$ cat src/rtl/drop_scheduler_pkg.sv
// Shared definitions for the drop scheduler: slot state encoding, LFSR taps
// and the widths both the scheduler and its arbiter agree on.
package drop_scheduler_pkg;

    typedef enum logic [1:0] {
        SLOT_IDLE    = 2'd0,
        SLOT_WAIT    = 2'd1,
        SLOT_READY   = 2'd2,
        SLOT_FALLING = 2'd3
    } slot_state_e;

    localparam int DEFAULT_N_SLOTS = 6;
    localparam int COL_W           = 2;
    localparam int CNT_W           = 3;
    localparam int LFSR_W          = 16;

    // Feedback taps at bits 15, 13, 12 and 10.
    localparam logic [LFSR_W-1:0] LFSR_TAPS = 16'hB400;

    function automatic logic [LFSR_W-1:0] lfsr_next(input logic [LFSR_W-1:0] l);
        return {l[LFSR_W-2:0], ^(l & LFSR_TAPS)};
    endfunction

endpackage

$ cat src/rtl/drop_scheduler_rr_arbiter.sv
// Combinational round-robin arbiter: grants the first requester strictly
// after 'last', wrapping around. The caller registers the result.
module rr_arbiter #(
    parameter int W  = 6,
    parameter int LW = (W > 1) ? $clog2(W) : 1
) (
    input  logic [W-1:0]  req,
    input  logic [LW-1:0] last,
    output logic [W-1:0]  gnt,
    output logic          valid
);

    always_comb begin
        // NOTE: outputs get a default before the search so no latch is inferred.
        gnt   = '0;
        valid = 1'b0;
        // Upper half first (indices above last), then wrap to the lower half.
        for (int j = 0; j < W; j++) begin
            if (!valid && req[j] && (j > int'(last))) begin
                gnt[j] = 1'b1;
                valid  = 1'b1;
            end
        end
        for (int j = 0; j < W; j++) begin
            if (!valid && req[j]) begin
                gnt[j] = 1'b1;
                valid  = 1'b1;
            end
        end
    end

endmodule

$ cat src/rtl/drop_scheduler.sv
// Sequences the falling-block slots: random per-slot waits, a cap on blocks
// in flight and a minimum spacing between spawns, granted round-robin.
module drop_scheduler
    import drop_scheduler_pkg::*;
#(
    parameter int          N_SLOTS    = DEFAULT_N_SLOTS,
    parameter int          MAX_ACTIVE = 4,
    parameter int          MIN_GAP    = 2,
    parameter logic [15:0] LFSR_SEED  = 16'hACE1
) (
    input  logic                         clk,
    input  logic                         rst_n,
    input  logic                         tick_mov,
    input  logic                         tick_count,
    input  logic [1:0]                   scene,
    input  logic [N_SLOTS-1:0]           land,
    output logic [N_SLOTS-1:0]           spawn,
    output logic [COL_W-1:0]             spawn_col,
    output logic [N_SLOTS-1:0]           active,
    output logic [$clog2(N_SLOTS+1)-1:0] n_active
);

    localparam int IDX_W = (N_SLOTS > 1) ? $clog2(N_SLOTS) : 1;
    localparam int NA_W  = $clog2(N_SLOTS + 1);
    localparam int GAP_W = (MIN_GAP > 0) ? $clog2(MIN_GAP + 1) : 1;

    localparam logic [IDX_W-1:0] LAST_RST = IDX_W'(N_SLOTS - 1);
    localparam logic [GAP_W-1:0] GAP_LOAD = GAP_W'(MIN_GAP);
    localparam logic [NA_W-1:0]  MAX_A    = NA_W'(MAX_ACTIVE);

    slot_state_e          st_q  [N_SLOTS];
    slot_state_e          st_d  [N_SLOTS];
    logic [CNT_W-1:0]     cnt_q [N_SLOTS];
    logic [CNT_W-1:0]     cnt_d [N_SLOTS];
    logic [LFSR_W-1:0]    lfsr_q, lfsr_d;
    logic [GAP_W-1:0]     gap_q, gap_d;
    logic [IDX_W-1:0]     last_q, last_d;
    logic [N_SLOTS-1:0]   spawn_q, spawn_d;
    logic [COL_W-1:0]     spawn_col_q, spawn_col_d;
    logic [N_SLOTS-1:0]   active_q, active_d;
    logic [NA_W-1:0]      n_active_q, n_active_d;

    logic [N_SLOTS-1:0]   ready;
    logic [N_SLOTS-1:0]   gnt;
    logic                 arb_valid;
    logic                 grant;
    logic [IDX_W-1:0]     win_idx;
    logic                 unused_scene;

    assign unused_scene = scene[1];

    always_comb begin
        for (int i = 0; i < N_SLOTS; i++) begin
            ready[i] = (st_q[i] == SLOT_READY);
        end
    end

    rr_arbiter #(
        .W  (N_SLOTS),
        .LW (IDX_W)
    ) u_arb (
        .req   (ready),
        .last  (last_q),
        .gnt   (gnt),
        .valid (arb_valid)
    );

    // Eligibility uses the registered count, i.e. before this cycle's lands.
    assign grant = scene[0] && tick_mov && (gap_q == '0) && (n_active_q < MAX_A) && arb_valid;

    always_comb begin
        win_idx = '0;
        for (int i = 0; i < N_SLOTS; i++) begin
            if (gnt[i]) win_idx = IDX_W'(i);
        end
    end

    always_comb begin
        lfsr_d      = lfsr_next(lfsr_q);
        st_d        = st_q;
        cnt_d       = cnt_q;
        spawn_d     = '0;
        spawn_col_d = spawn_col_q;
        gap_d       = gap_q;
        last_d      = last_q;

        if (!scene[0]) begin
            for (int i = 0; i < N_SLOTS; i++) begin
                st_d[i]  = SLOT_IDLE;
                cnt_d[i] = '0;
            end
            gap_d  = '0;
            last_d = LAST_RST;
        end else begin
            for (int i = 0; i < N_SLOTS; i++) begin
                unique case (st_q[i])
                    SLOT_IDLE: begin
                        st_d[i]  = SLOT_WAIT;
                        cnt_d[i] = CNT_W'(i);
                    end
                    SLOT_WAIT: begin
                        if (tick_count) begin
                            if (cnt_q[i] == '0) st_d[i] = SLOT_READY;
                            else                cnt_d[i] = cnt_q[i] - CNT_W'(1);
                        end
                    end
                    SLOT_READY: begin
                        if (grant && gnt[i]) st_d[i] = SLOT_FALLING;
                    end
                    SLOT_FALLING: begin
                        if (land[i]) begin
                            st_d[i]  = SLOT_WAIT;
                            cnt_d[i] = lfsr_q[2*i+2 -: CNT_W];
                        end
                    end
                    default: st_d[i] = SLOT_IDLE;
                endcase
            end

            if (grant) begin
                spawn_d     = gnt;
                spawn_col_d = lfsr_q[LFSR_W-1 -: COL_W];
                gap_d       = GAP_LOAD;
                last_d      = win_idx;
            end else if (tick_mov && (gap_q != '0)) begin
                gap_d = gap_q - GAP_W'(1);
            end
        end

        n_active_d = '0;
        for (int i = 0; i < N_SLOTS; i++) begin
            active_d[i] = (st_d[i] == SLOT_FALLING);
            if (active_d[i]) n_active_d = n_active_d + NA_W'(1);
        end
    end

    always_ff @(posedge clk) begin
        if (!rst_n) begin
            // NOTE: non-blocking only; the slot arrays are reset too because their start state is visible.
            for (int i = 0; i < N_SLOTS; i++) begin
                st_q[i]  <= SLOT_IDLE;
                cnt_q[i] <= '0;
            end
            lfsr_q      <= LFSR_SEED;
            gap_q       <= '0;
            last_q      <= LAST_RST;
            spawn_q     <= '0;
            spawn_col_q <= '0;
            active_q    <= '0;
            n_active_q  <= '0;
        end else begin
            st_q        <= st_d;
            cnt_q       <= cnt_d;
            lfsr_q      <= lfsr_d;
            gap_q       <= gap_d;
            last_q      <= last_d;
            spawn_q     <= spawn_d;
            spawn_col_q <= spawn_col_d;
            active_q    <= active_d;
            n_active_q  <= n_active_d;
        end
    end

    assign spawn     = spawn_q;
    assign spawn_col = spawn_col_q;
    assign active    = active_q;
    assign n_active  = n_active_q;

endmodule

$ cat config.mk
export PLATFORM = sky130hd
export DESIGN_NAME = drop_scheduler
export DESIGN_NICKNAME = d
export VERILOG_FILES = /design/src/rtl/drop_scheduler_pkg.sv /design/src/rtl/drop_scheduler_rr_arbiter.sv /design/src/rtl/drop_scheduler.sv
export SDC_FILE = /design/constraint.sdc
export NUM_CORES = 1
export LEC_CHECK = 0
export ABC_CLOCK_PERIOD_IN_PS = 7400
export BUFFER_PORTS_ARGS = -buffer_cell sky130_fd_sc_hd__buf_4
export CAP_MARGIN = 0
export CORE_ASPECT_RATIO = 0.9
export CORE_MARGIN = 3
export CORE_UTILIZATION = 60
export CTS_BUF_LIST = sky130_fd_sc_hd__clkbuf_16
export DETAILED_ROUTE_END_ITERATION = 10
export GPL_TIMING_DRIVEN = 0
export PLACE_DENSITY_LB_ADDON = 0.08
export SLEW_MARGIN = 20
export SYNTH_ARGS = -nofsm -noshare
export SYNTH_HDL_FRONTEND = slang
export SYNTH_SLANG_ARGS = --single-unit
$ cat constraint.sdc
create_clock -name clk -period 7.4 [get_ports clk]
set_clock_uncertainty 0.15 [all_clocks]
set_input_delay 1.85 -clock clk [delete_from_list [all_inputs] [get_ports clk]]
set_output_delay 1.85 -clock clk [all_outputs]
set_load 0.05 [all_outputs]
[Yosys cells after proc, flatten, opt, wreduce, memory -nomap -nowiden]
Index checks and enable logic that the tools add are counted.
Storage, ports and cells
  register bits after elaboration: 68
  input bits: 12
  output and inout bits: 17
  word-level logic and storage cells: 239
Cells by class
  add/sub/neg operators: 12
  $lt $le $gt $ge: 6
  equality and inequality tests: 42
  muxes and demuxes: 89
  bitwise logic cells: 2
  reduce and logical (&&, ||, !) cells: 68
Operators with widths (count)
  $mux 3: 27
  $pmux 3 s3: 6
  $mux 2: 26
  $pmux 2 s4: 6
  $eq 2x2->1 const B: 18
  $ne 2x2->1 const B: 18
  $logic_and 1x1->1: 26
  $reduce_and 4->1: 6
  $mux 1: 23
  $logic_not 3->1: 6
  $reduce_bool 3->1: 6
  $sub 3x1->3 const B: 6
  $reduce_xor 16->1: 1
  $add 3x1->3 const B: 5
  $logic_not 2->1: 7
  $eq 2x1->1 const B: 6
  $mux 12: 1
  $logic_not 1->1: 10
  $gt 2x3->1 const A: 2
  $gt 3x3->1 const A: 2
  $reduce_and 2->1: 2
  $reduce_bool 2->1: 2
  $gt 1x3->1 const A: 1
  $lt 3x3->1 const B: 1
  other kinds (4): 5

[Depth between registers and ports, before layout]
  word-level depth: 54
  mapped depth: 24
  depth with buffers taken out: 23

[Modules after synthesis]
A second synthesis with hierarchy kept.
Second synthesis, totals
  cell total of the unflattened synthesis: 448
  area, all modules: 3697.3 um^2
Modules (own cells, without submodules)
  drop_scheduler: times used 1, cells each 413, area each 3482.1 um^2, sequential area each 1361.3 um^2
  rr_arbiter: times used 1, cells each 35, area each 215.2 um^2, sequential area each 0.0 um^2

[Worst setup path after synthesis]
OpenSTA, ideal clock, no wires.
  kind: input -> register
  start point: input tick_mov
  end point: register n_active_q[2], in the netlist n_active[2]
  library setup time: 0.067 ns
  data arrival time: 5.436 ns
  required time: 7.183 ns
  path slack: 1.748 ns
  stages: 21
  buffers on the path: 1
  cell sequence: and4b_1 clkbuf_1 o21ai_1 nor2_1 nor2_1 or2_2 ha_1 or4_1 o2111ai_1 a311o_2 ha_1 inv_1 a21oi_1 ha_1 nand2_1 nand2_1 ha_1 inv_1 nor2_1 xnor3_1 nor2_1
On the way
  longest elaborated chain between the ends: 20
  elaborated cells between the ends (all ways): 40
RTL lines
  start, declared: line drop_scheduler.sv:13  | input logic tick_mov,
  $logic_and 1x1->1 * (4 in series): line drop_scheduler.sv:69  | assign grant = scene[0] && tick_mov && (gap_q == '0) && (n_active_q < MAX_A) && arb_valid;
  $logic_and 1x1->1: line drop_scheduler.sv:108  | if (grant && gnt[i]) st_d[i] = SLOT_FALLING;
  $mux 2: line drop_scheduler.sv:108
  $pmux 2 s4: line drop_scheduler.sv:96  | unique case (st_q[i])
  $mux 12 *: line drop_scheduler.sv:87  | if (!scene[0]) begin
  $eq 2x2->1: line drop_scheduler.sv:132  | active_d[i] = (st_d[i] == SLOT_FALLING);
  $mux 1: line drop_scheduler.sv:133  | if (active_d[i]) n_active_d = n_active_d + NA_W'(1);
  $add 3x1->3: line drop_scheduler.sv:133
  $mux 3: line drop_scheduler.sv:133
  $add 3x1->3: line drop_scheduler.sv:133
  $mux 3: line drop_scheduler.sv:133
  $add 3x1->3: line drop_scheduler.sv:133
  $mux 3: line drop_scheduler.sv:133
  $add 3x1->3: line drop_scheduler.sv:133
  $mux 3: line drop_scheduler.sv:133
  $add 3x1->3: line drop_scheduler.sv:133
  $mux 3 *: line drop_scheduler.sv:133
  end signal, assigned: line drop_scheduler.sv:160  | n_active_q <= n_active_d;
  end, declared: line drop_scheduler.sv:41  | logic [NA_W-1:0] n_active_q, n_active_d;
Every way passes the cells marked *; elsewhere a longest branch is shown, timed or not.
A chain may end at the register's enable or synchronous reset.

[Worst setup path after layout]
  start point: input scene[0]
  end point: register n_active_q[2], in the netlist n_active[2]
On the way
  longest elaborated chain between the ends: 20
  elaborated cells between the ends (all ways): 40
RTL lines
  start, declared: line drop_scheduler.sv:15  | input logic [1:0] scene,
  $logic_and 1x1->1 (4 in series): line drop_scheduler.sv:69
  $logic_and 1x1->1: line drop_scheduler.sv:108
  $mux 2: line drop_scheduler.sv:108
  $pmux 2 s4: line drop_scheduler.sv:96
  $mux 12 *: line drop_scheduler.sv:87
  $eq 2x2->1: line drop_scheduler.sv:132
  $mux 1: line drop_scheduler.sv:133
  $add 3x1->3: line drop_scheduler.sv:133
  $mux 3: line drop_scheduler.sv:133
  $add 3x1->3: line drop_scheduler.sv:133
  $mux 3: line drop_scheduler.sv:133
  $add 3x1->3: line drop_scheduler.sv:133
  $mux 3: line drop_scheduler.sv:133
  $add 3x1->3: line drop_scheduler.sv:133
  $mux 3: line drop_scheduler.sv:133
  $add 3x1->3: line drop_scheduler.sv:133
  $mux 3 *: line drop_scheduler.sv:133
Marked as above.

==> results.md <==
- Crit path max fanout: 8
- Setup crit start kind: input pin
- Syn Nets: 482
- Min cycle time layout: 5910 ps
- Max Clock Freq: 169 MHz
- Layout area overhead: 15.5%
- Grt total ovfl: 0
- Wire per inst: 15.3 um
- Drt total wl: 8520 um
- Starting DRT DRC Count: 189
- Crit Path Category: in -> reg
- First-pass GRT wire length: 14200 um
- Worst path arrival time: 6020 ps
- H-tree levels: 3
- Routed Antenna Nets: 0
- Commonest non-fill, non-tap cell in the layout: dfxtp_1
- Fill cell count: 457
- Routability congestion estimate: 0.937
- Core ar.: 5820 um2
- Clock transition at the registers of the reported paths: 50 ps
- Starting density of the core: 63.4%
- Clk Latency, worst-skew pair: 330 ps
- Hold Path Class: reg -> reg
- Share of total power in combinational logic: 10.3%
- Slew headroom: 58.4%
- Fin crit share: 79.9%
- Port-buffer cells: 27
- Bufs on Longest Clock Path: 2
- GRT Total Usage: 25.8%
- Finish-stage setup viols: 0
- Worst Max-Slew Pin Slew: 619 ps
- Antenna cells: 0
- IO Count: 29
- Via Count: 3244
- Hold_buf cts: 0
- Flops & latches, synth: 68
- Fin. Hold Viols: 0
- Max-slew violations: 0
- Clock root buffer: clkbuf_16
- Drt drc: 0
- DR vias/cell: 5.82
- Sequential share of the synthesized area: 36.9%
- Max-Cap Viols: 0
- Synth warn: 0
- Sw Pwr: 0.221 mW
- Switching Fraction: 24.7%
- Pwr/cell area: 210 nW/um2
- Layout cells sized above 1: 12.7%
- Half-perimeter wire length after placement: 6220 um
- Synth cell types: 64
- Sequential share of power: 43.8%
- CTS buffer count: 9
- Die Span Y: 80.4 um
- Average size of a mapped cell: 8.32 um2
- Initial DRT Pass Iterations: 5
- Ys flop type: dfxtp_1
- Status: completed
- Most frequent cells in the layout: dfxtp_1 (68), nor2_1 (46), nand2_1 (45)
- PostCTS Resize Cnt: 0
- Design Power: 0.894 mW
- Post-Syn Area: 3690 um2
- Die area: 7130 um2
- EDFF count, synth: 0
- Syn Inst Count: 444
- Clk pwr share: 45.8%
- Leakage: 1.83 nW
- FP Rows: 26
- Peak VDD IR: 0.000147 V
- CTS tree: built
- Ys async rst share: 0%
- Final Net Count: 520
- Clk sink count: 68
- Die width: 88.7 um
- Number of global-route vias before repair: 2998
- Area of the multi-input gates: 2100 um2
- Setup TNS: 0 ps
- RSZ-0062 raised after global routing: no
- Initial antenna violation count: 0
- Buffer count from post-CTS setup fixing: 0
- Power Internal: 0.674 mW
- Largest net degree at the start of global routing: 12
- CP required: 7510 ps
- Crit. End Element: register
- Sequential cell area: 1360 um2
==> cell usage after synthesis, types with 3 or more instances <==
master,number,area share [%]
dfxtp_1,68,37
nor2_1,46,4.7
nand2_1,45,4.6
inv_1,36,3.7
ha_1,26,8.8
o21ai_0,26,3.5
a21oi_1,24,3.3
nand2b_1,23,3.9
and2_1,12,2.0
nor2b_1,11,1.9
clkbuf_1,9,0.91
nand3_1,8,1.1
a31oi_1,7,1.2
nor3_1,7,0.95
a311oi_1,6,1.4
mux2i_1,6,1.6
o21a_1,6,1.2
and3_1,5,0.85
buf_2,5,0.68
a21boi_0,4,0.81
xor2_1,4,0.95
a211oi_1,3,0.61
a22oi_1,3,0.61
buf_4,3,0.61
xnor2_1,3,0.71
==> layout make-up <==
class,count,share of cell area (%)
buffer,18,2.17
clock buffer,9,5.28
clock inverter,7,1.38
inverter,37,3.25
multi-input combinational,321,49.2
sequential,68,31.9
tap,70,2.05
timing repair buffer,27,4.75
==> sequential cells by signal (all words and copies together), names as in the netlist <==
| register | cells |
|---|---|
| last_q | 3 |
| lfsr_q | 16 |
| active | 6 |
| gap_q | 2 |
| n_active | 3 |
| cnt_q | 18 |
| spawn | 6 |
| spawn_col | 2 |
| st_q | 12 |
==> logic make-up after synthesis <==
family / after synthesis / share of synthesized area [%]
AO/OA/AOI/OAI: 106 / 19.8
XOR/XNOR: 9 / 2.91
adder cells (fa/ha/maj): 26 / 8.81
buffers and inverters: 55 / 6.27
flip-flops: 68 / 36.9
multiplexers: 6 / 1.63
AND/OR/NAND/NOR: 174 / 23.7
==> worst max-delay path, stage by stage <==
cell and delay (ps):
buf_4 100, and4b_1 190, clkbuf_1 310, o21ai_1 270, nor2_1 150, nor2_1 60
or2_2 320, ha_1 370, or4_1 540, o2111ai_1 120, a311o_2 180, ha_1 230
inv_1 80, a21oi_1 60, ha_1 300, nand2_1 80, nand2_1 70, ha_1 200
inv_1 60, nor2_1 60, xnor3_1 330, nor2_1 80
==> layer usage <==
metal	vias to the layer above	global-route usage, %	part of all wire, %
li1	1598	-	-
met1	1550	34.1	47
met2	83	41.8	47
met3	13	6.15	4.9
met4	0	7.10	1.2
met5	-	0	0
==> power by group through the flow <==
stage / logic (mW) / registers (mW) / clock network [mW]
CTS: 0.0920 / 0.392 / 0.413
global placement: 0.0884 / 0.399 / 0
detailed placement: 0.0910 / 0.399 / 0
global route: 0.104 / 0.394 / 0.429
floorplan: 0.0654 / 0.398 / 0
finish: 0.0925 / 0.392 / 0.410
==> through the flow <==
| stage | util [%] | cell area (um2) | instances | hold slack (ps) | setup slack [ps] |
|---|---|---|---|---|---|
| floorplan | - | 3690 | 444 | 261 | 1750 |
| global placement | 68.4 | 3980 | 541 | 269 | 1230 |
| detailed placement | 68.4 | 3980 | 541 | 288 | 1190 |
| CTS | 73.3 | 4270 | 557 | 303 | 1500 |
| global route | 73.3 | 4270 | 557 | 323 | 1110 |
| finish | 73.3 | 4270 | 557 | 295 | 1490 |
==> final timing paths <==
check | startpoint | to | slack [ps] | depth (start not counted)
min | lfsr_q[5]$_SDFF_PN1_ | lfsr_q[6]$_SDFF_PN1_ | 300 | 1
max reg2reg | st_q[8]$_SDFF_PN0_ | n_active[2]$_SDFF_PN0_ | 2250 | 24
min reg2reg | lfsr_q[5]$_SDFF_PN1_ | lfsr_q[6]$_SDFF_PN1_ | 300 | 1
max | scene[0] | n_active[2]$_SDFF_PN0_ | 1490 | 22
Power figures use the tool's default switching activity.
